--- config.mk ---
export PLATFORM = sky130hd
export DESIGN_NAME = button_debounce
export DESIGN_NICKNAME = d
export VERILOG_FILES = /design/src/rtl/button_debounce.sv
export SDC_FILE = /design/constraint.sdc
export NUM_CORES = 1
export LEC_CHECK = 0
export BUFFER_PORTS_ARGS = -buffer_cell sky130_fd_sc_hd__buf_2
export CAP_MARGIN = 20
export CORE_AREA = 4 4 84 86
export DETAILED_ROUTE_END_ITERATION = 10
export DIE_AREA = 0 0 88 90
export PLACE_DENSITY = 0.78
export SYNTH_ARGS = -nofsm -noshare
export SYNTH_HDL_FRONTEND = slang
export SYNTH_SLANG_ARGS = --single-unit
export TNS_END_PERCENT = 1
--- constraint.sdc ---
create_clock -name clk -period 2.75 [get_ports clk]
set_clock_uncertainty 0.1 [all_clocks]
set_input_delay 0.275 -clock clk [delete_from_list [all_inputs] [get_ports clk]]
set_output_delay 0.275 -clock clk [all_outputs]
set_load 0.03 [all_outputs]
--- src/rtl/button_debounce.sv ---
// button_debounce
//   Conditioning stage for the front-panel push-buttons. Each raw active-low
//   pin goes through a two-flop synchroniser. An independent per-button FSM
//   then debounces it and produces a stable level plus one-cycle click and
//   release pulses. The click pulses feed the up/down counter directly.
//
//   Optional feature (macro AUTO_REPEAT_EN): while a button stays held, extra
//   clicks are generated after REPEAT_DELAY cycles and then every
//   REPEAT_PERIOD cycles. When the macro is undefined, exactly one click is
//   produced per accepted press.
//
// Ports
//   clk          system clock
//   reset        synchronous reset, active low
//   btn_n        raw button pins, 0 = pressed, asynchronous to clk
//   btn_level    debounced state, 1 = pressed (registered)
//   btn_click    one-cycle pulse per accepted press / repeat (registered)
//   btn_release  one-cycle pulse per accepted release (registered)

module button_debounce_lane #(
  parameter int CNT_W          = 32,
  parameter int DEBOUNCE_DELAY = 500000,
  parameter int REPEAT_DELAY   = 50000000,
  parameter int REPEAT_PERIOD  = 10000000
) (
  input  logic clk,
  input  logic reset,
  input  logic pressed,
  output logic level,
  output logic click,
  output logic rel
);

  // Elaboration-time sanity checks on the counter configuration.
  if (DEBOUNCE_DELAY < 2 ||
      64'(DEBOUNCE_DELAY) >= (64'(1) << CNT_W) ||
      REPEAT_DELAY < 1 || REPEAT_PERIOD < 1) begin : g_bad_cfg
    $error("button_debounce_lane: illegal delay configuration");
  end

  typedef enum logic [1:0] {IDLE, PRESS_WAIT, HELD, RELEASE_WAIT} state_t;

  localparam logic [CNT_W-1:0] DB_LAST = CNT_W'(DEBOUNCE_DELAY - 1);

  state_t           state, state_d;
  logic [CNT_W-1:0] cnt, cnt_d;
  logic             level_d, click_d, rel_d;

`ifdef AUTO_REPEAT_EN
  localparam logic [CNT_W-1:0] RD_LAST = CNT_W'(REPEAT_DELAY - 1);
  localparam logic [CNT_W-1:0] RP_LAST = CNT_W'(REPEAT_PERIOD - 1);

  logic [CNT_W-1:0] rep_cnt, rep_cnt_d;
  logic             rep_run, rep_run_d;  // 0: waiting for the first repeat, 1: periodic
`endif

  always_comb begin
    state_d = state;
    cnt_d   = cnt;
    click_d = 1'b0;
    rel_d   = 1'b0;
    case (state)
      IDLE: begin
        if (pressed) begin
          state_d = PRESS_WAIT;
          cnt_d   = CNT_W'(1);
        end
      end
      PRESS_WAIT: begin
        if (!pressed) begin
          state_d = IDLE;
          cnt_d   = '0;
        end else if (cnt == DB_LAST) begin
          state_d = HELD;
          cnt_d   = '0;
          click_d = 1'b1;
        end else begin
          cnt_d = cnt + CNT_W'(1);
        end
      end
      HELD: begin
        if (!pressed) begin
          state_d = RELEASE_WAIT;
          cnt_d   = CNT_W'(1);
        end
      end
      RELEASE_WAIT: begin
        if (pressed) begin
          // Release bounce: back to held without a new click.
          state_d = HELD;
          cnt_d   = '0;
        end else if (cnt == DB_LAST) begin
          state_d = IDLE;
          cnt_d   = '0;
          rel_d   = 1'b1;
        end else begin
          cnt_d = cnt + CNT_W'(1);
        end
      end
      default: begin
        state_d = IDLE;
        cnt_d   = '0;
      end
    endcase

`ifdef AUTO_REPEAT_EN
    // The repeat counter runs only while staying in HELD. Any other cycle,
    // including entering or leaving HELD, clears it.
    rep_cnt_d = '0;
    rep_run_d = 1'b0;
    if (state == HELD && state_d == HELD) begin
      if (rep_cnt == (rep_run ? RP_LAST : RD_LAST)) begin
        click_d   = 1'b1;
        rep_run_d = 1'b1;
      end else begin
        rep_cnt_d = rep_cnt + CNT_W'(1);
        rep_run_d = rep_run;
      end
    end
`endif

    level_d = (state_d == HELD) || (state_d == RELEASE_WAIT);
  end

  always_ff @(posedge clk) begin
    if (!reset) begin
      state <= IDLE;
      cnt   <= '0;
      level <= 1'b0;
      click <= 1'b0;
      rel   <= 1'b0;
    end else begin
      state <= state_d;
      cnt   <= cnt_d;
      level <= level_d;
      click <= click_d;
      rel   <= rel_d;
    end
  end

`ifdef AUTO_REPEAT_EN
  always_ff @(posedge clk) begin
    if (!reset) begin
      rep_cnt <= '0;
      rep_run <= 1'b0;
    end else begin
      rep_cnt <= rep_cnt_d;
      rep_run <= rep_run_d;
    end
  end
`endif

endmodule

module button_debounce #(
  parameter int NUM_BTN        = 2,
  parameter int CNT_W          = 32,
  parameter int DEBOUNCE_DELAY = 500000,
  parameter int REPEAT_DELAY   = 50000000,
  parameter int REPEAT_PERIOD  = 10000000
) (
  input  logic               clk,
  input  logic               reset,
  input  logic [NUM_BTN-1:0] btn_n,
  output logic [NUM_BTN-1:0] btn_level,
  output logic [NUM_BTN-1:0] btn_click,
  output logic [NUM_BTN-1:0] btn_release
);

  // Two-flop synchroniser. Both stages reset to the released level.
  logic [NUM_BTN-1:0] s1, s2;

  always_ff @(posedge clk) begin
    if (!reset) begin
      s1 <= '1;
      s2 <= '1;
    end else begin
      s1 <= btn_n;
      s2 <= s1;
    end
  end

  for (genvar i = 0; i < NUM_BTN; i++) begin : g_lane
    button_debounce_lane #(
      .CNT_W         (CNT_W),
      .DEBOUNCE_DELAY(DEBOUNCE_DELAY),
      .REPEAT_DELAY  (REPEAT_DELAY),
      .REPEAT_PERIOD (REPEAT_PERIOD)
    ) u_lane (
      .clk    (clk),
      .reset  (reset),
      .pressed(~s2[i]),
      .level  (btn_level[i]),
      .click  (btn_click[i]),
      .rel    (btn_release[i])
    );
  end

endmodule

==> metrics.txt <==
# TYPE chip_impl_metric gauge
chip_impl_metric{name="core_region_area",unit="um^2"} 6277
chip_impl_metric{name="time_the_worst_path_needs_with_i_o_delays_and_setup",unit="ns"} 2.241
chip_impl_metric{name="worst_skew_pair_latency",unit="ns"} 0.35
chip_impl_metric{name="fin_hold_ws",unit="ns"} 0.1651
chip_impl_metric{name="swShare",unit=""} 0.2224
chip_impl_metric{name="boundary_pins",unit=""} 10
chip_impl_metric{name="power.leakage",unit="nW"} 1.293
chip_impl_metric{name="filler_cells",unit=""} 515
chip_impl_metric{name="fin_setup_tns",unit="ns"} 0
chip_impl_metric{name="firstDrtPassIters",unit=""} 5
chip_impl_metric{name="synth_cell_types",unit=""} 53
chip_impl_metric{name="power_frac_comb",unit=""} 0.028
chip_impl_metric{name="net_switching_power_of_the_design",unit="mW"} 0.4770
chip_impl_metric{name="drive_above_1_share",unit=""} 0.1040
chip_impl_info{name="worst_hold_startpoint",value="reset"} 1
chip_impl_metric{name="clock_tree.buffer_depth",unit=""} 2
chip_impl_metric{name="post_synth_instance_area",unit="um^2"} 3829
chip_impl_metric{name="grt-ovfl-total",unit=""} 0
chip_impl_info{name="path_class",value="flop to flop"} 1
chip_impl_metric{name="post_route_clock_period_utilization",unit=""} 0.8150
chip_impl_metric{name="cts_repair_resized_insts",unit=""} 0
chip_impl_metric{name="gp_routability_congestion",unit=""} 0.8641
chip_impl_metric{name="grt_antenna_before_repair",unit=""} 0
chip_impl_info{name="start_kind",value="flop"} 1
chip_impl_metric{name="drt_first_iter_violations",unit=""} 200
chip_impl_metric{name="async_flop_share",unit=""} 0
chip_impl_info{name="post_synth_top_area_cell",value="sky130_fd_sc_hd__dfxtp_1"} 1
chip_impl_metric{name="rows",unit=""} 29
chip_impl_metric{name="diodes",unit=""} 0
chip_impl_info{name="mostFrequentLayoutCells",value="sky130_fd_sc_hd__dfxtp_1, sky130_fd_sc_hd__nand2_1, sky130_fd_sc_hd__nor2_1"} 1
chip_impl_metric{name="synth_fp_nets",unit=""} 471
chip_impl_info{name="grt_setup_unrepaired",value="no"} 1
chip_impl_metric{name="timing_worst_slew_pin_value",unit="ns"} 0.7035
chip_impl_metric{name="synth_area_per_cell",unit="um^2"} 8.234
chip_impl_metric{name="global_route_wire_length_before_repair",unit="um"} 13700
chip_impl_metric{name="timing.final.hold_violations",unit=""} 0
chip_impl_metric{name="grt_pass1_vias",unit=""} 3033
chip_impl_metric{name="internal_power",unit="mW"} 1.667
chip_impl_metric{name="dp_hpwl",unit="um"} 5385
chip_impl_metric{name="report.final.setup_viol",unit=""} 0
chip_impl_metric{name="remaining_drc_errors",unit=""} 0
chip_impl_metric{name="grt_max_degree",unit=""} 43
chip_impl_metric{name="cts-buffers-inserted",unit=""} 9
chip_impl_metric{name="placement.io_buffers",unit=""} 9
chip_impl_metric{name="critical_path_peak_fanout",unit=""} 42
chip_impl_metric{name="vdd.ir_drop.worst",unit="uV"} 416.2
chip_impl_info{name="hp-class",value="primary input to flop"} 1
chip_impl_metric{name="critPathArrivalTime",unit="ns"} 2.35
chip_impl_metric{name="layout-area-overhead-vs-synth",unit="%"} 7.386
chip_impl_metric{name="dieWidth",unit="um"} 88
chip_impl_metric{name="overall_via_count_from_detail_route",unit=""} 3367
chip_impl_info{name="cts.root.buffer_cell",value="sky130_fd_sc_hd__clkbuf_8"} 1
chip_impl_metric{name="max_freq",unit="GHz"} 0.4462
chip_impl_metric{name="effective_utilization_at_floorplan",unit=""} 0.6099
chip_impl_metric{name="die_area",unit="um^2"} 7920
chip_impl_metric{name="synth.yosys.warnings",unit=""} 0
chip_impl_info{name="ys_top_cells_by_area",value="sky130_fd_sc_hd__dfxtp_1, sky130_fd_sc_hd__xnor2_1, sky130_fd_sc_hd__nand2_1"} 1
chip_impl_metric{name="die_height",unit="um"} 90
chip_impl_metric{name="clock-sinks",unit=""} 78
chip_impl_metric{name="clockPowerShare",unit=""} 0.440
chip_impl_info{name="outcome",value="finished clean"} 1
chip_impl_info{name="crit_path_start",value="g_lane[0].u_lane.cnt[1]"} 1
chip_impl_metric{name="placed_instance_area",unit="um^2"} 3870
chip_impl_info{name="timing.critical_path.to",value="g_lane[0].u_lane.cnt[17]"} 1
chip_impl_metric{name="ff2ff_setup_slack",unit="ns"} 0.51
chip_impl_metric{name="post_drt_via_cell_ratio",unit=""} 6.144
chip_impl_metric{name="slew_viol_final",unit=""} 0
chip_impl_info{name="rr_endpoint",value="g_lane[0].u_lane.cnt[17]"} 1
chip_impl_metric{name="clk_pin_slew_worst_paths",unit="ns"} 0.08
chip_impl_metric{name="slew-limit-headroom",unit=""} 0.5271
chip_impl_metric{name="finalNetCount",unit=""} 472
chip_impl_metric{name="routedWlPerCell",unit="um"} 14.27
chip_impl_metric{name="worst_ep_required_time",unit="ns"} 2.86
chip_impl_metric{name="postSynthRegisterBits",unit=""} 78
chip_impl_metric{name="grt_usage",unit=""} 0.2088
chip_impl_info{name="timing.critical_path.to_type",value="flop"} 1
chip_impl_metric{name="cts.htree.levels",unit=""} 3
chip_impl_metric{name="wl",unit="um"} 7818
chip_impl_metric{name="final_cell_area",unit="um^2"} 4111
chip_impl_info{name="layout.cells.most_common",value="sky130_fd_sc_hd__dfxtp_1"} 1
chip_impl_metric{name="synth_largest_type_area_fraction",unit=""} 0.4078
chip_impl_info{name="worstReg2RegStart",value="g_lane[0].u_lane.cnt[1]"} 1
chip_impl_metric{name="reg2reg_depth",unit=""} 7
chip_impl_metric{name="final_antenna_net_count",unit=""} 0
chip_impl_metric{name="drv_cap",unit=""} 0
chip_impl_metric{name="ys_seq_area_frac",unit=""} 0.4078
chip_impl_metric{name="synth_enable_flop_cells",unit=""} 0
chip_impl_metric{name="dp.cells",unit=""} 530
chip_impl_metric{name="syn_inst",unit=""} 465
chip_impl_metric{name="finish.cell_count_without_fillers",unit=""} 548
chip_impl_info{name="cts_tree",value="yes"} 1
chip_impl_metric{name="power.density_cell_area",unit="nW/um^2"} 521.5
chip_impl_metric{name="fraction_of_power_consumed_by_sequential_logic",unit=""} 0.532
chip_impl_info{name="synthFlopType",value="sky130_fd_sc_hd__dfxtp_1"} 1
## worst max-delay path, cell delays in order (launching register included)
cell                      delay [ns]
sky130_fd_sc_hd__dfxtp_1        0.41
sky130_fd_sc_hd__ha_1           0.23
sky130_fd_sc_hd__and3_1         0.26
sky130_fd_sc_hd__nand3_1        0.19
sky130_fd_sc_hd__o31a_1         0.32
sky130_fd_sc_hd__buf_4          0.26
sky130_fd_sc_hd__a41oi_1        0.26
sky130_fd_sc_hd__a31oi_1        0.06
## area by class of cell
type	count	area, um^2	area share
timing repair buffer	18	117.6	0.02861
clock buffer	9	123.9	0.03013
tap	77	96.34	0.02343
inverter	16	60.06	0.01461
multi-input combinational	343	2054	0.4997
clock inverter	7	97.59	0.02374
sequential	78	1562	0.3798
## Yosys cell counts, drive strengths merged (5+ instances only)
library cell,count
a21oi,25
a31oi,16
and3,6
and4,11
buf,18
clkbuf,10
dfxtp,78
inv,16
nand2,45
nand2b,8
nand3,20
nand4,26
nor2,51
nor3,14
nor4,25
o21ai,15
or3,5
xnor2,25
xor2,12
## kinds of logic after synthesis
group                      Yosys count  share of synthesized area
DFF                                 78                     0.4078
buffers and inverters               44                    0.05653
adders and majority gates            2                   0.006535
muxes                                1                   0.002614
and+or+nand+nor                    223                     0.3118
AOI/OAI and AO/OA                   80                     0.1301
xor gates and xnor gates            37                    0.08464
## what timing repair did
| action | in CTS | in global routing |
|---|---|---|
| hold buffers | 1 | 1 |
| setup buffers | 0 | 0 |
| hold endpoints to repair | 1 | 1 |
| endpoints found under the setup margin | 0 | 0 |
## power by group through the flow
stage	logic [mW]	registers, mW	clock network [mW]
finish	0.0599	1.14	0.944
global route	0.0664	1.14	1.02
CTS	0.0584	1.14	0.966
detailed placement	0.0571	1.17	0
global placement	0.0565	1.17	0
floorplan	0.0428	1.17	0
## layer usage
layer | part of all wire | GRT usage | vias up
met2 | 0.44 | 0.3072 | 106
met1 | 0.49 | 0.2992 | 1569
met3 | 0.064 | 0.05484 | 14
met4 | 0.011 | 0.05754 | 0
met5 | 0 | 0 | -
li1 | - | - | 1678
## worst min path at each step
stage          slack (ns)  endpoint  depth (start not counted)
2_1_floorplan        0.28     s1[0]                          1
3_3_place_gp         0.29     s2[0]                          1
3_5_place_dp         0.29     s2[0]                          1
4_1_cts              0.01     s1[0]                          2
5_1_grt              0.17     s2[1]                          2
6_report             0.17     s2[0]                          2
## metrics by stage
step,power [mW],util,setup slack [ns]
finish,2.144,0.6550,0.5088
global route,2.233,0.6550,0.2591
CTS,2.165,0.6534,0.4772
detailed placement,1.224,0.6165,0.5012
global placement,1.224,0.6165,0.5415
floorplan,1.208,-,0.7041
## registers in the layout (all words and copies together), names as in the netlist
signal	cells
g_lane.u_lane.state	4
g_lane.u_lane.cnt	64
s2	2
g_lane.u_lane.rel	2
g_lane.u_lane.level	2
s1	2
g_lane.u_lane.click	2
No activity file was read; power rests on OpenSTA's default activity.
